<file path="src/rtl/pipe_sel_mux.sv">
// Pipelined N-way select stage with valid/ready handshake and a one-entry skid buffer.
// Optional sticky out-of-range select flag enabled by defining PIPE_SEL_MUX_SELERR_EN.
module pipe_sel_mux #(
  parameter int WIDTH  = 32,
  parameter int NUM_IN = 5,
  parameter int SEL_W  = 3
) (
  input  logic                    clk,
  input  logic                    rst,
  input  logic                    flush,
  input  logic [NUM_IN*WIDTH-1:0] in_data,
  input  logic [SEL_W-1:0]        in_sel,
  input  logic                    in_valid,
  output logic                    in_ready,
  output logic [WIDTH-1:0]        out_data,
  output logic [SEL_W-1:0]        out_sel,
  output logic                    out_valid,
`ifdef PIPE_SEL_MUX_SELERR_EN
  output logic                    sel_err,
`endif
  input  logic                    out_ready
);

  generate
    if (NUM_IN < 2 || NUM_IN > 16 || (1 << SEL_W) < NUM_IN) begin : g_param_check
      $fatal(1, "pipe_sel_mux: illegal NUM_IN/SEL_W combination");
    end
  endgenerate

  localparam logic [31:0] LAST = 32'(NUM_IN - 1);

  logic [WIDTH-1:0] skid_data;
  logic [SEL_W-1:0] skid_sel;
  logic             skid_valid;
  logic [WIDTH-1:0] sel_word;
  logic [31:0]      sel_ext;
  logic             in_xfer;

  assign sel_ext  = 32'(in_sel);
  assign in_ready = !skid_valid;
  assign in_xfer  = in_valid && in_ready;

  // Any code at or beyond the last index falls through to the last input.
  always_comb begin
    sel_word = in_data[(NUM_IN-1)*WIDTH +: WIDTH];
    for (int unsigned k = 0; k < NUM_IN - 1; k++) begin
      if (sel_ext == 32'(k)) sel_word = in_data[k*WIDTH +: WIDTH];
    end
  end

  always_ff @(posedge clk) begin
    if (rst) begin
      out_valid  <= 1'b0;
      out_data   <= '0;
      out_sel    <= '0;
      skid_valid <= 1'b0;
      skid_data  <= '0;
      skid_sel   <= '0;
    end else if (flush) begin
      out_valid  <= 1'b0;
      skid_valid <= 1'b0;
    end else if (skid_valid) begin
      // Skid only fills while main is full, so out_valid is known high here.
      if (out_ready) begin
        out_data   <= skid_data;
        out_sel    <= skid_sel;
        skid_valid <= 1'b0;
      end
    end else if (!out_valid || out_ready) begin
      if (in_xfer) begin
        out_data  <= sel_word;
        out_sel   <= in_sel;
        out_valid <= 1'b1;
      end else begin
        out_valid <= 1'b0;
      end
    end else if (in_xfer) begin
      skid_data  <= sel_word;
      skid_sel   <= in_sel;
      skid_valid <= 1'b1;
    end
  end

`ifdef PIPE_SEL_MUX_SELERR_EN
  always_ff @(posedge clk) begin
    if (rst) begin
      sel_err <= 1'b0;
    end else if (in_xfer && sel_ext > LAST) begin
      sel_err <= 1'b1;
    end
  end
`endif

endmodule
</file>
<file path="config.mk">
export PLATFORM = sky130hd
export DESIGN_NAME = pipe_sel_mux
export DESIGN_NICKNAME = d
export VERILOG_FILES = /design/src/rtl/pipe_sel_mux.sv
export SDC_FILE = /design/constraint.sdc
export NUM_CORES = 1
export LEC_CHECK = 0
export ABC_AREA = 1
export BUFFER_PORTS_ARGS = -buffer_cell sky130_fd_sc_hd__buf_4
export CORE_UTILIZATION = 54
export CTS_BUF_LIST = sky130_fd_sc_hd__clkbuf_4 sky130_fd_sc_hd__clkbuf_8
export DETAILED_ROUTE_END_ITERATION = 7
export GPL_ROUTABILITY_DRIVEN = 0
export PLACE_DENSITY_LB_ADDON = 0.12
export SETUP_SLACK_MARGIN = 0.1
export SLEW_MARGIN = 10
export SYNTH_ARGS = -nofsm -noshare
export SYNTH_HDL_FRONTEND = slang
export SYNTH_SLANG_ARGS = --single-unit
</file>
<file path="constraint.sdc">
create_clock -name clk -period 3.6 [get_ports clk]
set_input_delay 0.72 -clock clk [delete_from_list [all_inputs] [get_ports clk]]
set_output_delay 0.72 -clock clk [all_outputs]
set_load 0.01 [all_outputs]
</file>
**After elaboration in Yosys (flattened, before gate mapping)**

Index checks and enable logic that the tools add are counted.

- Equality and inequality tests: 4
- Reduce and logical (&&, ||, !) cells: 11
- Bitwise operators: 3
- Mux-type cells: 16

Operator list:

| kind | count |
|---|---|
| $mux W32 | 8 |
| $logic_not A32 Y1 | 1 |
| $mux W3 | 4 |
| $reduce_and A4 Y1 | 2 |
| $eq A3 B2 Y1 const B | 2 |
| $mux W1 | 4 |
| $reduce_bool A2 Y1 | 2 |
| $eq A3 B1 Y1 const B | 1 |
| $not A1 Y1 | 3 |
| $logic_not A1 Y1 | 2 |
| $ne A2 B2 Y1 const B | 1 |
| $reduce_and A2 Y1 | 1 |
| $reduce_or A2 Y1 | 1 |
| $logic_and A1 B1 Y1 | 1 |
| $logic_or A1 B1 Y1 | 1 |

- Register bits after elaboration: 72
- Input bits: 168
- Output and inout bits: 37
- Logic and storage cells: 40

**Logic depth before layout (Yosys ltp)**

Gate-level depths: netlist (run 1).

- Depth in word-level cells: 8
- Gate-level depth with buffers: 11
- Depth with buffers taken out: 9

**Worst setup path after synthesis (run 1)**

OpenSTA, ideal clock, no wires.

- Path type: input -> register
- Start: input port in_sel[1]
- End: register skid_data[10]
- Stages: 8
- Path slack: 1.826 ns
- Required time: 3.487 ns
- Path buffers: 1
- Arrival: 1.661 ns
- Library setup time: 0.113 ns
- Cell sequence: inv_2 > nor3_4 > clkbuf_1 > a21oi_1 > nand2_1 > nand2_1 > o21ai_1 > inv_1

- Cells in the longest elaborated chain, start to end: 5
- Elaborated cells on any way between the ends: 8
- Classes of those cells: eq/ne: 3; mux: 4; reduce/logical: 1

RTL lines:

| item | line | text |
|---|---|---|
| start: declaration | 12 | `input logic [SEL_W-1:0] in_sel,` |
| $logic_not A32 Y1 | 47 | `if (sel_ext == 32'(k)) sel_word = in_data[k*WIDTH +: WIDTH];` |
| $mux W32 (3 in series) | 47 |  |
| $mux W32 (*) | 47 |  |
| end signal: assignment | 78 | `skid_data <= sel_word;` |
| end: declaration | 32 | `logic [WIDTH-1:0] skid_data;` |

Every way passes the cells marked *; elsewhere a longest branch is shown, timed or not.
A chain may end at the register's enable or synchronous reset.

**Final worst setup path (run 1)**

- Start: register skid_valid
- End: register skid_data[29]

- Cells in the longest elaborated chain, start to end: 3
- Elaborated cells on any way between the ends: 4
- Classes of those cells: bitwise: 1; reduce/logical: 3

RTL lines:

| item | line | text |
|---|---|---|
| start: declaration | 34 | `logic skid_valid;` |
| start signal: assignment | 56 | `skid_valid <= 1'b0;` |
| start signal: assignment | 61 | `skid_valid <= 1'b0;` |
| start signal: assignment | 67 | `skid_valid <= 1'b0;` |
| $logic_not A1 Y1 | 40 | `assign in_ready = !skid_valid;` |
| $logic_and A1 B1 Y1 | 41 | `assign in_xfer = in_valid && in_ready;` |
| $reduce_and A4 Y1 (no line) (*) | n/a |  |

Marks and branches as above.

==> flow_metrics.env, run 1 <==
export IMPL_status="finished clean"
export IMPL_fin_cells=1143
export IMPL_fp_row_count=33
export IMPL_rsz0062_at_grt="no"
export IMPL_dp_cells=1127
export IMPL_htreeDepth=3
export IMPL_synthArstFlopShare_pct=0
export IMPL_multi_input_area_um2=2520
export IMPL_crit_type="reg -> reg"
export IMPL_overflow=0
export IMPL_clk_insertion_delay_late_ps=350
export IMPL_dieArea_um2=9240
export IMPL_p_sw_uw=610
export IMPL_drt_initial_drc_count=383
export IMPL_grt_pass1_wl_um=25400
export IMPL_hold_class="reg -> reg"
export IMPL_io_pin_count=205
export IMPL_clk_pin_slew_ps=80
export IMPL_min_period_ps=2390
export IMPL_cts_sinks=72
export IMPL_p_clk_share_pct=37.0
export IMPL_grt_pass1_vias=5465
export IMPL_vias=6022
export IMPL_setup_tns_ps=0
export IMPL_cap_viol_max_count=0
export IMPL_min_period_over_period_pct=66.4
export IMPL_max_slew_margin_pct=57.9
export IMPL_dieHeight_um=96.1
export IMPL_final_common_cell="buf_4"
export IMPL_finalSetupViolCount=0
export IMPL_hold_ws_ps=486
export IMPL_pre_cts_slack_ps=1210
export IMPL_cp_required_ps=3890
export IMPL_max_clock_freq_mhz=418
export IMPL_synth_warnings=0
export IMPL_grt_max_degree=53
export IMPL_portBuffers=204
export IMPL_ant_nets=0
export IMPL_synth_edf_count=0
export IMPL_combPwrFrac_pct=24.0
export IMPL_cts_made_buffers=9
export IMPL_drive_above_1_share_pct=23.5
export IMPL_netSwitchingFraction_pct=27.9
export IMPL_wl_um=16200
export IMPL_post_route_drc_count=0
export IMPL_fill_cells=723
export IMPL_synth_area_um2=4780
export IMPL_setup_slack_ps=1210
export IMPL_path_max_fanout=40
export IMPL_start_util_pct=57.1
export IMPL_ys_seq_area_share_pct=30.1
export IMPL_tightest_slew_ps=631
export IMPL_cts_setup_buffers=0
export IMPL_die_w_um=96.1
export IMPL_ir_drop_mv=0.208
export IMPL_whs_path_depth=2
export IMPL_final_cell_mix="buf_4, nand2_1, inv_1"
export IMPL_diodes=0
export IMPL_start_kind="register"
export IMPL_synth_flop_cell="dfxtp_1"
export IMPL_rr_worst_depth=11
export IMPL_finalNetCount=1201
export IMPL_finClkSkew_ps=8.00
export IMPL_pwr_share_seq_pct=39.0
export IMPL_power_density_nw_per_um2=333
export IMPL_antenna_found_initial=0
export IMPL_cts_hold_fix_buffers=0
export IMPL_track_usage_pct=35.9
export IMPL_cts_tree="yes"
export IMPL_hpwl_um=11200
export IMPL_endpoint_kind="register"
export IMPL_core_area_um2=8380
export IMPL_slew_viol_final=0
export IMPL_syn_nets=1029
export IMPL_seqCellArea_um2=1440
export IMPL_clockBufferDepth=2
export IMPL_final_hold_violation_count=0
export IMPL_p_int_uw=1580
export IMPL_synth_cell_types=20
export IMPL_via_per_inst=5.27
export IMPL_area_delta_synth_final_pct=37.3
export IMPL_fin_util_pct=78.4
export IMPL_syn_area_per_cell_um2=5.56
export IMPL_ys_seq_elements=72
export IMPL_ctsResizeCount=0
export IMPL_synth_cells=861
export IMPL_cellLeakagePower_uw=0.00397
export IMPL_first_pass_iters=5
export IMPL_cp_data_arrival_time_ps=2690
export IMPL_wl_per_cell_um=14.2
export IMPL_root_buffer="clkbuf_8"
-- kinds of logic after synthesis --
logic type / after synthesis / share of synthesized area [%]
flops: 72 / 30.1
compound gates: 178 / 18.8
simple gates: 400 / 33.8
buf+inv: 211 / 17.3
-- per-layer routing --
layer | track usage [%] | wire (um) | up-vias
li1 | - | - | 2988
met1 | 42.7 | 6180 | 2624
met2 | 61.5 | 7810 | 359
met3 | 7.35 | 1610 | 51
met4 | 16.7 | 643 | 0
met5 | 0 | 0 | -
-- state kept, by name, indices dropped and copies added (netlist names) --
| signal | count |
|---|---|
| skid_sel | 3 |
| skid_data | 32 |
| out_data | 32 |
| out_valid | 1 |
| out_sel | 3 |
| skid_valid | 1 |
-- worst max-delay path, stage by stage, from the launching register on --
cell,delay [ps]
dfxtp_1,390
inv_4,370
nand2_1,150
nor2_1,150
nand2_1,70
buf_4,250
inv_1,90
buf_4,400
nor2_1,90
nor2_1,150
o21ai_1,120
inv_1,80
-- area by class of cell --
class,count,area share (%)
clock buffer,11,2.30
multi-input combinational,578,38.4
tap,105,2.00
clock inverter,5,1.56
sequential,72,21.9
inverter,156,8.95
timing repair buffer,216,24.9
-- power groups by stage --
| stage | Sequential, uW | Clock [uW] | Combinational, uW |
|---|---|---|---|
| floorplan | 879 | 0 | 251 |
| global placement | 870 | 0 | 511 |
| detailed placement | 870 | 0 | 517 |
| CTS | 852 | 810 | 521 |
| global route | 856 | 845 | 584 |
| finish | 853 | 810 | 525 |
-- Yosys cell counts, types with 3 or more instances --
library cell / count / share of area, %
nor2_1: 126 / 9.9
a21oi_1: 102 / 11
buf_2: 26 / 2.7
dfxtp_1: 72 / 30
buf_1: 3 / 0.24
o21ai_1: 32 / 3.3
inv_1: 153 / 12
or2_2: 3 / 0.39
a31oi_1: 3 / 0.39
o21ai_0: 40 / 4.2
clkbuf_1: 25 / 2.0
nand3_1: 67 / 7.0
nand2_1: 200 / 16
-- stage by stage --
step | power, uW | area (um^2)
2_1_floorplan | 1130 | 4780
3_3_place_gp | 1380 | 6320
3_5_place_dp | 1390 | 6320
4_1_cts | 2180 | 6570
5_1_grt | 2280 | 6570
6_report | 2190 | 6570
-- final timing paths --
| check | startpoint | endpoint | slack (ps) |
|---|---|---|---|
| max | skid_valid | skid_data[29] | 1210 |
| max reg2reg | skid_valid | skid_data[29] | 1210 |
| min | skid_sel[2] | out_sel[2] | 490 |
| min reg2reg | skid_sel[2] | out_sel[2] | 490 |
Power figures use the tool's default switching activity.
==> run 2, diff against run 1 <==
- CORE_UTILIZATION: 54 -> 50
- clock period: 3.6 -> 2.42 ns (I/O delays scaled with it)
==> run 2 against run 1 <==
Cell count rose by 2.6%. Global-route usage shrank 3.3 points. Clock power up 33%. Register-to-register slack got worse by 500 ps. Sequential cell count stayed put. Worst hold slack lost 74 ps. Clock skew rose by 0.96 ps. Combinational power rose by 50%. Critical path type is now reg -> out.
==> flow_metrics.env, run 2 (synthesis gave the netlist of run 1 again) <==
export IMPL_diodes=0
export IMPL_htreeDepth=3
export IMPL_cp_data_arrival_time_ps=1450
export IMPL_largestRegisters="out_data x32, skid_data x32"
export IMPL_power_uw=3140
export IMPL_overflow=0
export IMPL_ant_nets=0
export IMPL_power_density_nw_per_um2=472
export IMPL_cts_made_buffers=9
export IMPL_vias=5906
export IMPL_clockBufferDepth=2
export IMPL_area_delta_synth_final_pct=39.1
export IMPL_cellLeakagePower_uw=0.00399
export IMPL_dieArea_um2=9960
export IMPL_min_period_over_period_pct=79.9
export IMPL_hpwl_um=11300
export IMPL_start_kind="register"
export IMPL_core_area_um2=9240
export IMPL_cts_sinks=72
export IMPL_io_pin_count=205
export IMPL_max_clock_freq_mhz=517
export IMPL_min_period_ps=1930
export IMPL_grt_max_degree=39
export IMPL_cap_viol_max_count=0
export IMPL_first_pass_iters=5
export IMPL_endpoint_kind="output pin"
export IMPL_slew_viol_final=0
export IMPL_track_usage_pct=32.6
export IMPL_via_per_inst=5.03
export IMPL_dieHeight_um=99.8
export IMPL_final_cell_mix="buf_4, nand2_1, inv_1"
export IMPL_portBuffers=204
export IMPL_max_slew_margin_pct=71.4
export IMPL_grt_pass1_vias=5390
export IMPL_drive_above_1_share_pct=23.9
export IMPL_wl_per_cell_um=13.7
export IMPL_crit_type="reg -> out"
export IMPL_tightest_slew_ps=429
export IMPL_grt_pass1_wl_um=25500
export IMPL_post_route_drc_count=0
export IMPL_path_max_fanout=20
export IMPL_cts_setup_buffers=0
export IMPL_setup_tns_ps=0
export IMPL_final_hold_violation_count=0
export IMPL_drt_initial_drc_count=284
export IMPL_finClkSkew_ps=8.96
export IMPL_hold_class="in -> reg"
export IMPL_clk_insertion_delay_late_ps=350
export IMPL_fp_row_count=35
export IMPL_ir_drop_mv=0.364
export IMPL_ctsResizeCount=0
export IMPL_final_common_cell="buf_4"
export IMPL_finalNetCount=1207
export IMPL_finalSetupViolCount=0
export IMPL_antenna_found_initial=0
export IMPL_cts_tree="yes"
export IMPL_start_util_pct=51.8
export IMPL_root_buffer="clkbuf_8"
export IMPL_cp_required_ps=1940
export IMPL_clk_pin_slew_ps=80
export IMPL_status="finished clean"
export IMPL_wl_um=16000
export IMPL_die_w_um=99.8
export IMPL_cts_hold_fix_buffers=0
export IMPL_rsz0062_at_grt="no"
-- run 2: cell type report --
| cell class | count | area (um^2) |
|---|---|---|
| clock inverter | 5 | 80.1 |
| clock buffer | 11 | 145 |
| multi-input combinational | 578 | 2520 |
| timing repair buffer | 222 | 1720 |
| fill | 857 | 2580 |
| sequential | 72 | 1440 |
| inverter | 156 | 588 |
| tap | 129 | 161 |
-- run 2: path summary, 6_finish.rpt --
kind	slack [ps]	start	end	depth (start not counted)
min	410	flush	skid_valid	4
max reg2reg	710	skid_valid	skid_data[18]	10
max	490	skid_valid	in_ready	3
min reg2reg	480	skid_sel[2]	out_sel[2]	2
-- run 2: per-stage QoR --
| step | hold slack (ps) | instance area [um^2] | std cells | setup slack [ps] | utilization (%) |
|---|---|---|---|---|---|
| after CTS | 398 | 6660 | 1173 | 484 | 72.0 |
| final | 412 | 6660 | 1173 | 486 | 72.0 |
| after global placement | 458 | 6430 | 1157 | 388 | 69.6 |
| after global routing | 432 | 6660 | 1173 | 429 | 72.0 |
| after floorplan | 447 | 4780 | 861 | 882 | - |
| after detailed placement | 466 | 6430 | 1157 | 371 | 69.6 |
-- run 2: per-layer routing --
| layer | vias up | track usage [%] | share of wire, % |
|---|---|---|---|
| met5 | - | 0 | 0 |
| met3 | 38 | 5.43 | 8.1 |
| li1 | 3003 | - | - |
| met1 | 2573 | 39.5 | 41 |
| met4 | 0 | 13.7 | 3.4 |
| met2 | 292 | 57.0 | 48 |
-- run 2: power breakdown --
group / internal [uW] / leakage (uW) / switching (uW)
combinational: 381 / 0.00330 / 408
sequential: 1240 / 0.000588 / 30.3
clock: 619 / 0.000109 / 465
-- run 2: critical path: stages (launching register included) --
cell and delay [ps]:
dfxtp_1 380, inv_4 240, buf_4 310, buf_4 170
==> run 3, diff against run 2 <==
- clock period: 2.42 -> 2 ns (I/O delays scaled with it)
==> run 3 against run 2 <==
Via count up 0.34%. Worst setup slack worse by 280 ps. Sequential power up 20%. Die area unchanged. Cell area up 0.21%. Routed wire length up 1.1%. Power up 21%. First-iteration DRC count up 4.9%. Clock power up 19%. Register-to-register slack worse by 240 ps. Critical endpoint unchanged.
==> flow_metrics.env, run 3 (synthesis gave the netlist of run 1 again) <==
export IMPL_via_per_inst=5.05
export IMPL_cp_required_ps=1600
export IMPL_htreeDepth=3
export IMPL_largestRegisters="out_data x32, skid_data x32"
export IMPL_die_w_um=99.8
export IMPL_min_period_over_period_pct=89.6
export IMPL_final_common_cell="buf_4"
export IMPL_cts_hold_fix_buffers=0
export IMPL_min_period_ps=1790
export IMPL_diodes=0
export IMPL_tightest_slew_ps=464
export IMPL_dieArea_um2=9960
export IMPL_fill_cells=838
export IMPL_cts_made_buffers=9
export IMPL_ctsResizeCount=0
export IMPL_rr_worst_depth=10
export IMPL_p_clk_share_pct=34.1
export IMPL_wl_um=16200
export IMPL_cellLeakagePower_uw=0.00400
export IMPL_start_util_pct=51.8
export IMPL_cts_sinks=72
export IMPL_final_hold_violation_count=0
export IMPL_combPwrFrac_pct=25.4
export IMPL_crit_cells=3
export IMPL_core_area_um2=9240
export IMPL_hpwl_um=11400
export IMPL_cp_startpoint="skid_valid"
export IMPL_ant_nets=0
export IMPL_cts_setup_buffers=0
export IMPL_worstReg2RegStart="skid_valid"
export IMPL_fin_util_pct=72.2
export IMPL_crit_type="reg -> out"
export IMPL_cpMostUsedCell="buf_4"
export IMPL_path_delay_family="buffers and inverters"
export IMPL_netSwitchingFraction_pct=28.9
export IMPL_dieHeight_um=99.8
export IMPL_status="finished clean"
export IMPL_ff2ff_setup_slack_ps=470
export IMPL_start_kind="register"
export IMPL_first_pass_iters=5
export IMPL_max_clock_freq_mhz=558
export IMPL_io_pin_count=205
export IMPL_path_max_fanout=36
export IMPL_cap_viol_max_count=0
export IMPL_clk_pin_slew_ps=80
export IMPL_overflow=0
export IMPL_root_buffer="clkbuf_8"
export IMPL_clk_insertion_delay_late_ps=350
export IMPL_fp_row_count=35
export IMPL_finalNetCount=1208
export IMPL_cp_data_arrival_time_ps=1390
export IMPL_max_stage_delay_ps=400
export IMPL_reg2reg_to="skid_data[15]"
export IMPL_pre_cts_slack_ps=248
export IMPL_vias=5926
export IMPL_p_sw_uw=1100
export IMPL_final_cell_mix="buf_4, nand2_1, inv_1"
export IMPL_crit_chain="inv_4 -> buf_4 -> buf_4"
export IMPL_p_int_uw=2690
export IMPL_grt_pass1_wl_um=26200
export IMPL_post_route_drc_count=0
export IMPL_grt_max_degree=65
export IMPL_ir_drop_mv=0.450
export IMPL_max_slew_margin_pct=69.1
export IMPL_wl_per_cell_um=13.8
export IMPL_finClkSkew_ps=9.79
export IMPL_endpoint_kind="output pin"
export IMPL_crit_buf_inv=3
export IMPL_pwr_share_seq_pct=40.5
export IMPL_portBuffers=204
export IMPL_area_delta_synth_final_pct=39.4
export IMPL_drive_above_1_share_pct=23.9
export IMPL_grt_pass1_vias=5552
export IMPL_drt_initial_drc_count=298
export IMPL_clockBufferDepth=2
export IMPL_rsz0062_at_grt="no"
export IMPL_setup_slack_ps=207
export IMPL_power_uw=3790
export IMPL_hold_class="in -> reg"
export IMPL_setup_tns_ps=0
export IMPL_antenna_found_initial=0
export IMPL_crit_path_top_delay_cell="buf_4"
export IMPL_finalSetupViolCount=0
export IMPL_power_density_nw_per_um2=568
export IMPL_cts_tree="yes"
export IMPL_track_usage_pct=33.3
export IMPL_slew_viol_final=0
export IMPL_setup_worst_path_end="in_ready"
-- run 3: cell count changes in the layout (fill, tap and decap cells not counted), sizes merged --
| cell | previous run | this run |
|---|---|---|
| clkbuf | 11 | 10 |
| buf | 222 | 223 |
| clkinvlp | 2 | 1 |
| clkinv | 1 | 2 |
-- run 3: layer usage --
| metal | routed length [um] | global-route usage [%] |
|---|---|---|
| met1 | 6500 | 39.8 |
| met2 | 7730 | 58.1 |
| met3 | 1460 | 6.48 |
| met4 | 535 | 14.8 |
| met5 | 0 | 0 |
-- run 3: power groups by stage --
stage / clock (uW) / sequential (uW) / combinational (uW)
finish: 1290 / 1530 / 962
global route: 1350 / 1540 / 1070
CTS: 1300 / 1530 / 957
detailed placement: 0 / 1570 / 952
global placement: 0 / 1570 / 945
floorplan: 0 / 1580 / 452
-- run 3: worst register-to-register path, cell delays in order, from the launching register on --
cell	delay (ps)
dfxtp_1	370
inv_4	70
nand2_1	60
nor2_1	130
nand2_1	90
inv_1	100
buf_4	330
nor2_1	90
nor2_1	100
o21ai_1	90
inv_1	60
-- run 3: cell type report --
cell class              count  area, um^2  share of cell area (%)
clock inverters             5        81.3                    1.22
repair buffers            223        1740                    26.0
well taps                 129         161                    2.42
clock buffers              10         138                    2.06
multi-input cells         578        2520                    37.8
inverters                 156         588                    8.82
flip-flops and latches     72        1440                    21.6
-- run 3: per-stage QoR --
step                      hold slack (ps)  instances  instance area [um^2]
after detailed placement              460       1158                  6450
after global placement                459       1158                  6450
after floorplan                       447        861                  4780
after global routing                  342       1173                  6670
final                                 322       1173                  6670
after CTS                             316       1173                  6670
-- run 3: worst min path at each step --
| stage | startpoint | end | slack, ps | cells after the start |
|---|---|---|---|---|
| finish | flush | skid_valid | 320 | 4 |
| CTS | flush | skid_valid | 320 | 4 |
| detailed placement | skid_sel[1] | out_sel[1] | 460 | 2 |
| global route | in_sel[1] | out_sel[1] | 340 | 3 |
| floorplan | skid_sel[2] | out_sel[2] | 450 | 2 |
| global placement | skid_sel[2] | out_sel[2] | 460 | 2 |
